**src/rtl/simon_pkg.sv**
```systemverilog
// Shared types and defaults for the colour game datapath.
package simon_pkg;

  typedef enum logic [1:0] {RED, GREEN, BLUE, YELLOW} colour_t;

  localparam int          MAX_ROUNDS_DEFAULT = 32;
  localparam logic [15:0] LFSR_TAPS          = 16'hB400;
  localparam logic [15:0] SEED_DEFAULT       = 16'hACE1;

  // One-hot LED/button pattern for a colour.
  function automatic logic [3:0] colour_onehot(colour_t c);
    return 4'b0001 << c;
  endfunction

endpackage

```
**src/rtl/pulse_timer.sv**
```systemverilog
// Speed-scaled periodic tick. The period shrinks by SPEED_STEP per speed
// level and is floored at MIN_PERIOD. The tick is registered, so it appears
// period cycles after the restart edge.
module pulse_timer #(
  parameter int BASE_PERIOD = 25_000_000,
  parameter int SPEED_STEP  = 2_500_000,
  parameter int MIN_PERIOD  = 5_000_000
) (
  input  logic       clk,
  input  logic       reset,
  input  logic [2:0] speed,
  input  logic       start,
  input  logic       load_speed,
  input  logic       stop,
  output logic       pulse
);

  localparam logic [25:0] BASE = 26'(BASE_PERIOD);
  localparam logic [25:0] STEP = 26'(SPEED_STEP);
  localparam logic [25:0] MINP = 26'(MIN_PERIOD);

  logic [25:0] dec;
  logic [25:0] period;
  logic [25:0] cnt;
  logic        running;

  // Period with clamp: never underflows below the floor.
  always_comb begin
    dec    = {23'd0, speed} * STEP;
    period = BASE - dec;
    if (dec >= BASE || (BASE - dec) < MINP)
      period = MINP;
  end

  // Counter and tick; stop beats start, start/load_speed restart the count.
  always_ff @(posedge clk) begin
    if (reset || stop) begin
      running <= 1'b0;
      cnt     <= '0;
      pulse   <= 1'b0;
    end else if (start) begin
      running <= 1'b1;
      cnt     <= '0;
      pulse   <= 1'b0;
    end else if (load_speed) begin
      cnt     <= '0;
      pulse   <= 1'b0;
    end else if (running) begin
      if (cnt == period - 26'd1) begin
        cnt   <= '0;
        pulse <= 1'b1;
      end else begin
        cnt   <= cnt + 26'd1;
        pulse <= 1'b0;
      end
    end else begin
      pulse <= 1'b0;
    end
  end

endmodule

```
**src/rtl/colour_sequencer.sv**
```systemverilog
// Colour game datapath: LFSR colour source, sequence storage, LED drive,
// press compare and speed-scaled pulse timer.
// Build option FIXED_SEED_EN: LFSR steps only on load_colour, giving a
// deterministic colour sequence from SEED; otherwise it free-runs.
module colour_sequencer
  import simon_pkg::*;
#(
  parameter int          MAX_ROUNDS  = MAX_ROUNDS_DEFAULT,
  parameter int          BASE_PERIOD = 25_000_000,
  parameter int          SPEED_STEP  = 2_500_000,
  parameter int          MIN_PERIOD  = 5_000_000,
  parameter logic [15:0] SEED        = SEED_DEFAULT
) (
  input  logic       clk,
  input  logic       reset,
  input  logic       rst_seedgen,
  input  logic       start,
  input  logic       load_colour,
  input  logic       load_speed,
  input  logic       flash_clk,
  input  logic [2:0] speed,
  input  logic [5:0] check_round,
  input  logic [5:0] current_round,
  input  logic [3:0] player_input,
  output logic       pulse,
  output logic       result,
  output logic [3:0] led,
  output logic [5:0] seq_len
);

  localparam int         AW      = (MAX_ROUNDS > 1) ? $clog2(MAX_ROUNDS) : 1;
  localparam logic [5:0] MAX_LEN = 6'(MAX_ROUNDS);

  colour_t     mem [MAX_ROUNDS];
  logic [15:0] lfsr;
  logic [15:0] lfsr_next;
  logic        lfsr_adv;
  logic [3:0]  press_q;
  logic        wr_en;
  logic [5:0]  idx;
  logic        idx_vld;
  colour_t     exp_colour;
  logic [3:0]  exp_oh;

`ifdef FIXED_SEED_EN
  assign lfsr_adv = load_colour;
`else
  assign lfsr_adv = 1'b1;
`endif

  assign lfsr_next = (lfsr >> 1) ^ (lfsr[0] ? LFSR_TAPS : 16'h0000);
  assign wr_en     = load_colour && !rst_seedgen && (seq_len < MAX_LEN);

  // Galois LFSR; reseed has priority over stepping.
  always_ff @(posedge clk) begin
    if (reset || rst_seedgen)
      lfsr <= SEED;
    else if (lfsr_adv)
      lfsr <= lfsr_next;
  end

  // Sequence length: saturates at MAX_ROUNDS, no wrap.
  always_ff @(posedge clk) begin
    if (reset || rst_seedgen)
      seq_len <= '0;
    else if (wr_en)
      seq_len <= seq_len + 6'd1;
  end

  // Storage write; contents are don't-care after reset so no reset here.
  always_ff @(posedge clk) begin
    if (!reset && wr_en)
      mem[seq_len[AW-1:0]] <= colour_t'(lfsr[1:0]);
  end

  // Expected-colour lookup; only trusted when the index is in range.
  always_comb begin
    idx        = current_round - check_round;
    idx_vld    = (check_round != 6'd0) && (check_round <= current_round)
                 && (idx < seq_len);
    exp_colour = mem[idx[AW-1:0]];
    exp_oh     = colour_onehot(exp_colour);
  end

  // Press latch: holds last nonzero button pattern until cleared.
  always_ff @(posedge clk) begin
    if (reset || rst_seedgen || load_colour)
      press_q <= '0;
    else if (player_input != 4'd0)
      press_q <= player_input;
  end

  // Registered LED drive and compare result.
  always_ff @(posedge clk) begin
    if (reset) begin
      led    <= '0;
      result <= 1'b0;
    end else begin
      led    <= (flash_clk && idx_vld) ? exp_oh : 4'd0;
      result <= idx_vld && $onehot(press_q) && (press_q == exp_oh);
    end
  end

  pulse_timer #(
    .BASE_PERIOD (BASE_PERIOD),
    .SPEED_STEP  (SPEED_STEP),
    .MIN_PERIOD  (MIN_PERIOD)
  ) u_timer (
    .clk        (clk),
    .reset      (reset),
    .speed      (speed),
    .start      (start),
    .load_speed (load_speed),
    .stop       (rst_seedgen),
    .pulse      (pulse)
  );

endmodule

```
**config.mk**
```make
export PLATFORM = sky130hd
export DESIGN_NAME = colour_sequencer
export DESIGN_NICKNAME = d
export VERILOG_FILES = /design/src/rtl/simon_pkg.sv /design/src/rtl/pulse_timer.sv /design/src/rtl/colour_sequencer.sv
export SDC_FILE = /design/constraint.sdc
export NUM_CORES = 1
export LEC_CHECK = 0
export ABC_CLOCK_PERIOD_IN_PS = 5700
export BUFFER_PORTS_ARGS = -buffer_cell sky130_fd_sc_hd__buf_2
export CORE_ASPECT_RATIO = 1.5
export CORE_MARGIN = 2
export CORE_UTILIZATION = 45
export DETAILED_ROUTE_END_ITERATION = 8
export GPL_ROUTABILITY_DRIVEN = 0
export PLACE_DENSITY = 0.68
export SLEW_MARGIN = 15
export SYNTH_ARGS = -nofsm -noshare
export SYNTH_HDL_FRONTEND = slang
export SYNTH_SLANG_ARGS = --single-unit
```
**constraint.sdc**
```tcl
create_clock -name clk -period 5.7 [get_ports clk]
set_input_delay 1.14 -clock clk [delete_from_list [all_inputs] [get_ports clk]]
set_output_delay 1.14 -clock clk [all_outputs]
set_load 0.1 [all_outputs]
```
==> metrics.md <==
| Metric | Value |
|---|---|
| Warnings, synthesis | 0 |
| Yosys reg bits | 123 |
| CTS root buffer | clkbuf_16 |
| Post-DRT Antenna Nets | 0 |
| Layout cell share with drive strength beyond 1 | 17.96% |
| Post-route cell area | 0.008422 mm2 |
| Met1 GRT Util | 20.58% |
| Max cap viols | 0 |
| Final setup margin | 458.6 ps |
| CTS Buf Count | 17 |
| Post-synth EDFFs | 64 |
| Drt first pass iters | 8 |
| WP data arrival | 5500 ps |
| Post-layout util | 52.48% |
| Critical Path Sink Type | flop |
| Hold buffers post-CTS | 0 |
| Multi-input logic area | 0.003983 mm2 |
| H-tree Lvls | 4 |
| Iter 0 DRT Violations | 306 |
| RSZ-0062 raised after global routing | false |
| Setup CP Type | in2reg |
| IO Port Bufs | 37 |
| Fmax | 190.8 MHz |
| Global Route Usage Sum | 20.36% |
| Final setup viols | 0 |
| Worst Hold Class | reg2reg |
| Max VDD drop | 0.0002125 V |
| Reg clk slew, reported paths | 60 ps |
| Final Hold Fails | 0 |
| Rel. slew slack | 26.14% |
| Final Max Tran Viols | 0 |
| Area growth, synth to finish | 14.90% |
| # DRC | 0 |
| Mapped cell area | 0.007330 mm2 |
| Total power | 2.473 mW |
| Clock sink count | 123 |
| FF+latch area | 0.003105 mm2 |
| First-pass GRT wire length | 27.59 mm |
| Via count | 5,706 |
| Nets | 823 |
| Hpwl dp | 12.83 mm |
| Cell Rows | 57 |
| Setup WS pre-CTS | 48.63 ps |
| Die Wd | 108.2 um |
| Syn nets | 774 |
| Startpoint Class | primary input |
| Fin cells | 980 |
| Pleak | 2.983 nW |
| GRT overflow | 0 |
| Vias per std cell | 5.822 |
| Filler cell count | 1,394 |
| Yosys cell types | 77 |
| Skew final | 10.15 ps |
| Setup repair bufs after CTS | 0 |
| TritonCTS clock tree | yes |
| Gates resized, CTS repair | 0 |
| Fin Hold WS | 415.5 ps |
| Status | completed |
| Worst Tran Pin Value | 1106 ps |
| Dpl cell area | 0.007795 mm2 |
| Tmin final | 5241 ps |
| I/O pins | 38 |
| Syn Inst Count | 712 |
| Post-synth top area share | 26.22% |
| Core Area | 0.01605 mm2 |
| Routed WL per cell | 17.68 um |
| Post-synthesis sequential area ratio | 42.34% |
| Vias in the first global route | 5,745 |
| Crit path required time | 5960 ps |
| Die height | 160.3 um |
| Post-Place Cells | 948 |
| ANT cells | 0 |
| CTS max path bufs | 2 |
| Grt peak-use layer | met2 |
| Setup TNS | 0 ps |
| Met3 Resource Use GR | 3.450% |
| Cell taking the most area after synthesis | edfxtp_1 |
| Post-synthesis async set-or-reset flop share | 0% |
| Starting Density | 45.68% |
| Post-Syn Area per Cell | 10.29 um2 |
| Critical Path Fanout Max | 13 |
| Top post-synthesis cells by count | nor2_1, edfxtp_1, dfxtp_1 |
| GRT met2 Usage | 39.11% |
| Routed WL | 17.33 mm |
| Clock latency on the worst-skew pair | 410 ps |
| Final period util | 91.95% |
| Die area | 0.01735 mm2 |
| Most common cell in the netlist | nor2_1 |
| Power density over the cells | 293.7 mW/mm2 |
| Largest net degree at the start of global routing | 37 |
| Main flop type after synthesis | edfxtp_1 |
| Top cells by area, synth | edfxtp_1, dfxtp_1, mux4_2 |
| Initial antenna violation count | 0 |
==> final cells by class <==
| cell class | instances | share of cell area [%] |
|---|---|---|
| Inverter | 29 | 1.293 |
| Sequential cell | 123 | 36.87 |
| Tap cell | 206 | 3.060 |
| Clock inverter | 14 | 2.318 |
| Multi-Input combinational cell | 532 | 47.29 |
| Timing Repair Buffer | 58 | 4.071 |
| Clock buffer | 18 | 5.096 |
==> report_power, final <==
| group | switching, mW | total [mW] | internal (mW) | leakage (nW) |
|---|---|---|---|---|
| combinational | 0.241 | 0.407 | 0.166 | 1.61 |
| clock | 0.390 | 1.12 | 0.732 | 0.294 |
| sequential | 0.0103 | 0.944 | 0.934 | 1.08 |
==> kinds of logic (layout without fill, tap and decap cells) <==
logic type | after synthesis | after routing | synth area share, %
AO/OA/AOI/OAI | 138 | 138 | 13.91
buffers and inverters | 57 | 119 | 3.329
adder cells (fa/ha/maj) | 36 | 36 | 6.555
XOR/XNOR | 73 | 73 | 9.116
flip-flops | 123 | 123 | 42.34
AND/OR/NAND/NOR | 256 | 256 | 17.67
multiplexers | 29 | 29 | 7.084
==> routing by layer <==
| layer | up-vias | wire length, um | part of all wire, % |
|---|---|---|---|
| li1 | 2726 | - | - |
| met1 | 2772 | 6457 | 37 |
| met2 | 162 | 9680 | 56 |
| met3 | 46 | 609 | 3.5 |
| met4 | 0 | 582 | 3.4 |
| met5 | - | 0 | 0 |
==> worst max-delay path, cell delays in order <==
cell and delay (ps):
buf_2 100, clkinv_1 70, ha_1 320, ha_1 250, fa_1 450, or4_4 530, o22ai_1 380, o31ai_1 190
a2111oi_0 610, a221oi_2 90, o31ai_1 200, nor4b_1 270, o2111ai_1 210, nor4_4 310, buf_4 260, a211oi_1 100
==> cell usage in the layout, fill, tap and decap left out, types with 4 or more instances in the layout <==
cell | netlist | routed
nor2_1 | 80 | 80
edfxtp_1 | 64 | 64
dfxtp_1 | 59 | 57
nand2_1 | 45 | 45
xnor2_1 | 42 | 42
buf_2 | 3 | 37
ha_1 | 32 | 32
a21oi_1 | 28 | 28
xor2_1 | 28 | 28
nand3_1 | 28 | 28
inv_1 | 27 | 27
nor3_1 | 21 | 21
buf_4 | 1 | 21
a211oi_1 | 18 | 18
mux4_2 | 18 | 18
clkbuf_16 | 0 | 17
o21ai_0 | 16 | 16
or3_1 | 11 | 11
and2_1 | 10 | 10
nand4_1 | 10 | 10
nand2b_1 | 10 | 10
o211ai_1 | 9 | 9
and3_1 | 8 | 8
mux2i_1 | 8 | 8
nor4_1 | 7 | 7
a211oi_2 | 6 | 6
nor2b_1 | 5 | 5
a31oi_1 | 5 | 5
a21oi_2 | 5 | 5
a21o_1 | 4 | 4
o21a_1 | 4 | 4
o22ai_1 | 4 | 4
o2111ai_1 | 4 | 4
fa_1 | 4 | 4
bufinv_16 | 0 | 4
clkinv_4 | 0 | 4
==> worst paths after layout <==
kind	slack (ps)	cells past startpoint	endpoint	start
worst min register to register	420	1	lfsr[7]	lfsr[8]
worst max register to register	3010	7	u_timer.cnt[23]	u_timer.running
worst min-delay path	420	1	lfsr[7]	lfsr[8]
worst max-delay path	460	16	u_timer.cnt[22]	speed[0]
==> registers in the layout (all words and copies together), names as in the netlist <==
register / flops
mem: 64
u_timer.pulse: 1
lfsr: 16
led: 4
result: 1
seq_len: 6
u_timer.running: 1
u_timer.cnt: 26
press_q: 4
(Power assumes the default switching activity.)
